**config.mk**
```make
export PLATFORM = sky130hd
export DESIGN_NAME = debounce_scheduler
export DESIGN_NICKNAME = d
export VERILOG_FILES = /design/src/rtl/debounce_pkg.sv /design/src/rtl/debounce_step.sv /design/src/rtl/debounce_scheduler.sv
export SDC_FILE = /design/constraint.sdc
export NUM_CORES = 1
export LEC_CHECK = 0
export CORE_AREA = 2 2 61 63
export CTS_CLUSTER_SIZE = 12
export DETAILED_ROUTE_END_ITERATION = 8
export DIE_AREA = 0 0 63 65
export PLACE_DENSITY = 0.75
export SETUP_SLACK_MARGIN = 0.4
export SLEW_MARGIN = 30
export SYNTH_ARGS = -nofsm -noshare
export SYNTH_HDL_FRONTEND = slang
export SYNTH_SLANG_ARGS = --single-unit
```
**constraint.sdc**
```tcl
create_clock -name clk_i -period 3.6 [get_ports clk_i]
set_clock_uncertainty 0.05 [all_clocks]
set_input_delay 0.72 -clock clk_i [delete_from_list [all_inputs] [get_ports clk_i]]
set_output_delay 0.72 -clock clk_i [all_outputs]
set_load 0.005 [all_outputs]
```
**src/rtl/debounce_pkg.sv**
```systemverilog
// debounce_pkg: shared state encoding and per-slot step function for the debounce scheduler.
//   deb_state_t : UP / FALLING / DOWN / RISING channel states
//   step_res_t  : next state plus set/clear requests for the debounced level
package debounce_pkg;

  typedef enum logic [1:0] {UP, FALLING, DOWN, RISING} deb_state_t;

  typedef struct packed {
    deb_state_t nxt;
    logic       set_o;
    logic       clr_o;
  } step_res_t;

  // hit = sample equals the pressed level; a level is accepted only on the second agreeing sample
  function automatic step_res_t deb_step(deb_state_t st, logic hit);
    step_res_t r;
    r.nxt   = st == UP      ? (hit ? FALLING : UP) :
              st == FALLING ? (hit ? DOWN    : UP) :
              st == DOWN    ? (hit ? DOWN    : RISING) :
                              (hit ? DOWN    : UP);
    r.set_o = st == FALLING && hit;
    r.clr_o = st == RISING && !hit;
    return r;
  endfunction

endpackage

```
**src/rtl/debounce_step.sv**
```systemverilog
// debounce_step: combinational next-state engine shared by all channels.
//   state_i   : stored state of the serviced channel
//   sample_i  : synchronized raw level of that channel
//   next_o    : state to write back
//   press_o   : debounced level rises on this step
//   release_o : debounced level falls on this step
module debounce_step
  import debounce_pkg::*;
#(
  parameter logic PRESSED = 1'b1
) (
  input  deb_state_t state_i,
  input  logic       sample_i,
  output deb_state_t next_o,
  output logic       press_o,
  output logic       release_o
);

  step_res_t r;

  always_comb r = deb_step(state_i, sample_i == PRESSED);

  assign next_o    = r.nxt;
  assign press_o   = r.set_o;
  assign release_o = r.clr_o;

endmodule

```
**src/rtl/debounce_scheduler.sv**
```systemverilog
// debounce_scheduler: time-multiplexed debouncer, one shared step engine serving N_CH channels round-robin.
//   clk_i     : clock, rising edge
//   rst_ni    : asynchronous active-low reset
//   en_i      : scan enable, low freezes prescaler, pointer and channel state
//   btn_i     : raw button levels, asynchronous to clk_i
//   level_o   : debounced levels, 1 = pressed
//   press_o   : one-cycle pulse when a debounced level rises
//   release_o : one-cycle pulse when a debounced level falls
module debounce_scheduler
  import debounce_pkg::*;
#(
  parameter int   N_CH    = 4,
  parameter logic PRESSED = 1'b1,
  parameter int   DIV     = 50000
) (
  input  logic            clk_i,
  input  logic            rst_ni,
  input  logic            en_i,
  input  logic [N_CH-1:0] btn_i,
  output logic [N_CH-1:0] level_o,
  output logic [N_CH-1:0] press_o,
  output logic [N_CH-1:0] release_o
);

  localparam int PW = N_CH > 1 ? $clog2(N_CH) : 1;
  localparam int CW = DIV > 1 ? $clog2(DIV) : 1;

  logic [N_CH-1:0] meta_q, sync_q;
  logic [CW-1:0]   cnt_q, cnt_d;
  logic [PW-1:0]   ptr_q, ptr_d;
  deb_state_t      st_q [N_CH];
  deb_state_t      st_d [N_CH];
  logic [N_CH-1:0] o_q, o_d, press_q, press_d, release_q, release_d;
  logic            tick;
  deb_state_t      nxt;
  logic            set_o, clr_o;

  // synchronizers keep running regardless of en_i
  always_ff @(posedge clk_i or negedge rst_ni)
    if (!rst_ni) begin
      meta_q <= {N_CH{~PRESSED}};
      sync_q <= {N_CH{~PRESSED}};
    end else begin
      meta_q <= btn_i;
      sync_q <= meta_q;
    end

  assign tick = en_i && cnt_q == CW'(DIV - 1);

  debounce_step #(.PRESSED(PRESSED)) u_step (
    .state_i   (st_q[ptr_q]),
    .sample_i  (sync_q[ptr_q]),
    .next_o    (nxt),
    .press_o   (set_o),
    .release_o (clr_o)
  );

  always_comb begin
    cnt_d     = !en_i ? cnt_q : tick ? '0 : cnt_q + 1'b1;
    ptr_d     = !tick ? ptr_q : ptr_q == PW'(N_CH - 1) ? '0 : ptr_q + 1'b1;
    st_d      = st_q;
    o_d       = o_q;
    press_d   = '0;
    release_d = '0;
    for (int k = 0; k < N_CH; k++)
      if (tick && ptr_q == PW'(k)) begin
        st_d[k]      = nxt;
        o_d[k]       = set_o ? 1'b1 : clr_o ? 1'b0 : o_q[k];
        press_d[k]   = set_o;
        release_d[k] = clr_o;
      end
  end

  always_ff @(posedge clk_i or negedge rst_ni)
    if (!rst_ni) begin
      cnt_q     <= '0;
      ptr_q     <= '0;
      st_q      <= '{default: UP};
      o_q       <= '0;
      press_q   <= '0;
      release_q <= '0;
    end else begin
      cnt_q     <= cnt_d;
      ptr_q     <= ptr_d;
      st_q      <= st_d;
      o_q       <= o_d;
      press_q   <= press_d;
      release_q <= release_d;
    end

  assign level_o   = o_q;
  assign press_o   = press_q;
  assign release_o = release_q;

endmodule

```
==> results.tsv, run 1 <==
metric	value	unit
status	completed	
core	3496	µm²
crit_type	primary input to flop	
tightest_slew	0.5405	ns
synth-seq-cells	46	
cp-end-kind	flop	
drt_iter0_drc	74	
synth_top_area_share	59.70	%
synth.distinct_cells	32	
grt_pass1_vias	1258	
die_y	65	µm
cts-hold-fix-buffers	0	
power	943.3	µW
area_growth	14.34	%
ios	19	
setup_viol	0	
post-route-period-util	65.23	%
fmax	0.4258	GHz
drc	0	
clkTransAtPathRegs	0.12	ns
cts_resized	0	
dp.final_hpwl	2255	µm
antenna_cells	0	
clock_sinks	46	
drv_cap	0	
synth_area	1928	µm²
grt_usage	18.88	%
power.leakage	0.001033	µW
yosysSeqAreaShare	59.70	%
power_per_cell_area	427.9	nW/µm²
reg2reg_from	cnt_q[0]	
clock_path_buffers	2	
htreeDepth	2	
path_max_fanout	21	
wl_per_cell	14.13	µm
fin_setup_tns	0	ns
cts_buffers	5	
period_needed	2.348	ns
synth_area_leader_cell	dfrtp_1	
ir_drop	284.7	µV
syn-num-nets	165	
io_buffers	18	
initial_core_util	55.15	%
critPathLaunchType	primary input	
antenna_found_initial	0	
ant_nets	0	
setup.worst_path.start	en_i	
setup_ws	1.252	ns
clk_latency	0.35	ns
rsz0062_at_grt	no	
finalMaxSlewViolations	0	
dieArea	4095	µm²
synth_area_leaders	dfrtp_1 (60%), mux2_2 (5.3%), xnor2_1 (3.6%)	
wl	3166	µm
postCtsSetupBuffers	0	
worstPathArrival	2.54	ns
ys.warnings.count	0	
vias	1181	
cts_root_buffer	clkbuf_4	
cts_tree	built	
grt_overflow	0	
yosysMostFrequentCell	dfrtp_1	
place_congestion	0.7749	
slew_headroom	63.96	%
yosys-top-cells-count	dfrtp_1 (46), nor2_1 (14), nand2_1 (12), mux2_2 (9)	
die_w	63	µm
fin_util	63.06	%
grt_pass1_wl	5899	µm
vias_per_cell	5.272	
fin_nets	187	
hold_path_class	primary input to async pin	
async_flop_share	100.0	%
postLayoutCellArea	2205	µm²
synthFlopType	dfrtp_1	
grt_max_degree	47	
hold_viol	0	
crit_required	3.79	ns
pre_cts_ws	0.9019	ns
syn_inst	153	
num_rows	22	
postPlaceCellArea	2142	µm²
syn_area_per_cell	12.60	µm²
firstDrtPassIters	4	
synth_edf_count	0	
layout-drive-gt1-share	14.20	%
## flip-flops by register name, summed over array words and instances (netlist names)
name / cells
cnt_q: 16
level_o: 4
meta_q: 4
press_o: 4
ptr_q: 2
release_o: 4
st_q: 8
sync_q: 4
## logic make-up (layout without fill, tap and decap cells)
family	Yosys count	after routing	synth area share, %
mux	13	13	9.539
flops	46	46	59.70
compound gates	11	11	3.699
fa+ha+maj	5	5	3.245
simple gates	54	54	15.25
buf+inv	11	34	2.661
xor+xnor	13	13	5.905
## metrics by stage
step,instances,hold slack (ns)
final,224,0.2910
after global routing,224,0.3119
after detailed placement,216,0.2919
after CTS,224,0.3202
after floorplan,153,0.2812
after global placement,216,0.2849
## worst paths after layout
path,end,slack [ns],cells after the start
max,st_q[0],1.25,5
min,cnt_q[2],0.29,1
max reg2reg,st_q[0],1.59,5
min reg2reg,sync_q[1],0.32,0
max in group asynchronous,st_q[0],2.84,1
min in group clk_i,sync_q[1],0.32,0
## worst max-delay path: stages
cell and delay [ns]:
clkdlybuf4s50_1 0.57, and4_1 0.35, and4_4 0.42, nand2_1 0.17, mux2_2 0.30
## area by class of cell
| cell class | instances | area (µm²) |
|---|---|---|
| clock buffer | 7 | 55.05 |
| clock inverter | 1 | 5.005 |
| fill | 294 | 1291 |
| inverter | 8 | 30.03 |
| multi-input combinational | 96 | 725.7 |
| sequential | 46 | 1151 |
| tap | 48 | 60.06 |
| timing repair buffer | 18 | 177.7 |
## where the power goes
| group | leakage (µW) | internal [µW] | switching, µW | total [µW] |
|---|---|---|---|---|
| combinational | 0.000400 | 44.7 | 46.8 | 91.5 |
| sequential | 0.000598 | 557 | 47.5 | 604 |
| clock | 0.0000353 | 94.8 | 153 | 248 |
## per-layer routing
layer	global-route usage, %	share of wire, %	vias up
met3	6.076	4.9	4
met2	30.05	47	34
met5	0	0	-
li1	-	-	567
met4	5.556	1.0	0
met1	24.91	47	576
## cells in the final DEF, fill, tap and decap left out, drive strengths merged, types with 3 or more instances in the layout
cell type,count
o21ai,4
clkbuf,7
mux2,10
mux4,3
and3,3
ha,5
nand2,14
nor2,14
o2bb2ai,4
xnor2,8
nand3,8
clkdlybuf4s50,17
xor2,5
inv,8
dfrtp,46
Power figures use the tool's default switching activity.
==> run 2: changes to the inputs <==
--- a/config.mk
+++ b/config.mk
@@ -5,11 +5,11 @@
 export SDC_FILE = /design/constraint.sdc
 export NUM_CORES = 1
 export LEC_CHECK = 0
-export CORE_AREA = 2 2 61 63
+export CORE_AREA = 2 2 66 68
 export CTS_CLUSTER_SIZE = 12
 export DETAILED_ROUTE_END_ITERATION = 8
-export DIE_AREA = 0 0 63 65
-export PLACE_DENSITY = 0.75
+export DIE_AREA = 0 0 68 70
+export PLACE_DENSITY = 0.67
 export SETUP_SLACK_MARGIN = 0.4
 export SLEW_MARGIN = 30
 export SYNTH_ARGS = -nofsm -noshare
==> constraint.sdc (replaced) <==
create_clock -name clk_i -period 2.1 [get_ports clk_i]
set_clock_uncertainty 0.05 [all_clocks]
set_input_delay 0.42 -clock clk_i [delete_from_list [all_inputs] [get_ports clk_i]]
set_output_delay 0.42 -clock clk_i [all_outputs]
set_load 0.005 [all_outputs]
==> results.tsv, run 2 (synthesized netlist as in run 1, its figures left out) <==
metric	value	unit	change
multi_input_area	840.8	µm²	+16%
status	completed		
crit_type	flop to flop		
wl_per_cell	14.85	µm	+5.1%
grt_usage	17.67	%	-1.2 points
clock_path_buffers	2		unchanged
initial_core_util	46.53	%	-8.6 points
hold_viol	0		unchanged
r2r_cells	3		-2
ant_nets	0		unchanged
wl	3654	µm	+15%
cts_buffers	5		unchanged
whs	0.03759	ns	-0.2534 ns
clkTransAtPathRegs	0.08	ns	-0.04 ns
rsz0062_at_grt	yes		
hold_path_class	primary input to async pin		
die_y	70	µm	+7.7%
place_congestion	0.8868		+14%
htreeDepth	2		unchanged
ios	19		unchanged
final_common_cell	dfrtp_1		
grt_overflow	0		unchanged
final_cells	246		+9.8%
reg_top3	cnt_q: 16 flops, st_q: 8 flops		
slowest_delay	0.56	ns	about the same
dieArea	4760	µm²	+16%
cp_slowest_cell	mux4_2		
finalMaxSlewViolations	0		unchanged
setup_viol	0		unchanged
vias	1289		+9.1%
clock_sinks	46		unchanged
grt_pass1_wl	6113	µm	+3.6%
fmax	0.5626	GHz	
num_rows	24		+9.1%
final-seq-area	1155	µm²	+0.33%
grt_max_degree	27		-43%
die_w	68	µm	+7.9%
cts_tree	built		
cp_top_family	multiplexers		
layout-drive-gt1-share	31.96	%	+18 points
clk_latency	0.30	ns	-0.05 ns
grt_pass1_vias	1303		+3.6%
power.leakage	0.001191	µW	+15%
drc	0		unchanged
fin_util	60.63	%	-2.4 points
crit_required	2.24	ns	-1.55 ns
cp_cell_sequence	mux4_2 -> mux2_4 -> mux2_2		
dp.final_hpwl	2501	µm	+11%
fin_nets	205		+9.6%
area_growth	30.31	%	
period_needed	1.778	ns	
cts_root_buffer	clkbuf_8		
post-route-period-util	84.65	%	
vias_per_cell	5.240		-0.62%
final_cell_mix	dfrtp_1 (43), clkdlybuf4s50_1 (15), buf_4 (15)		
power_per_cell_area	754.3	nW/µm²	+76%
drt_iter0_drc	34		-54%
cp-end-kind	flop		
critPathLaunchType	flop		
largest_reg_flops	16		unchanged
io_buffers	18		unchanged
slew_headroom	78.46	%	+14 points
crit_buf_inv	0		-1
tightest_slew	0.3231	ns	-0.2175 ns
core	4144	µm²	+19%
worstPathArrival	1.92	ns	-0.62 ns
antenna_cells	0		unchanged
ir_drop	479.1	µV	+68%
path_max_fanout	4		-81%
placed_cells	230		+6.5%
firstDrtPassIters	4		unchanged
drv_cap	0		unchanged
fillers	349		+19%
cp.depth	3		-2
fin_setup_tns	0	ns	unchanged
top_register	cnt_q		
antenna_found_initial	0		unchanged
==> run 2: power breakdown <==
| group | switching (µW) | leakage (µW) | internal (µW) |
|---|---|---|---|
| combinational | 99.6 | 0.000545 | 118 |
| sequential | 76.0 | 0.000595 | 958 |
| clock | 289 | 0.0000514 | 355 |
==> run 2: final timing paths <==
kind                       startpoint         end  slack (ns)
max                          ptr_q[0]     st_q[3]        0.32
min                            rst_ni  press_o[3]        0.04
max reg2reg                  ptr_q[0]     st_q[3]        0.32
min reg2reg                 meta_q[3]   sync_q[3]        0.30
max in group asynchronous      rst_ni    cnt_q[5]        1.67
min in group clk_i          meta_q[3]   sync_q[3]        0.30
==> run 2: what timing repair did <==
| item | in CTS | in global routing |
|---|---|---|
| pin swaps | 8 | 10 |
| cloned | 1 | 0 |
| gates resized for setup | 13 | 14 |
| setup buffers | 6 | 1 |
| hold buffers | 0 | 0 |
| setup endpoints to repair | 19 | 31 |
==> run 2: stage by stage <==
stage | power, µW | worst slack (ns) | instance area (µm²)
finish | 1895 | 0.3224 | 2512
global route | 1995 | 0.2779 | 2512
CTS | 1908 | 0.3078 | 2462
detailed placement | 1215 | 0.01496 | 2236
global placement | 1205 | 0.07618 | 2236
floorplan | 1140 | 0.3767 | 1942
==> run 2: layout make-up <==
type	instances	area share, %
Tap cell	52	2.590
Timing Repair Buffer	35	12.40
Sequential cell	46	45.97
Clock inverter	2	1.494
Clock buffer	6	2.888
Inverter	8	1.195
Multi-Input combinational cell	97	33.47
==> run 2: layer usage <==
| metal | part of all wire (%) | track usage (%) |
|---|---|---|
| met2 | 52 | 28.05 |
| met5 | 0 | 0 |
| met3 | 4.8 | 5.958 |
| met1 | 40 | 21.62 |
| met4 | 2.4 | 7.556 |
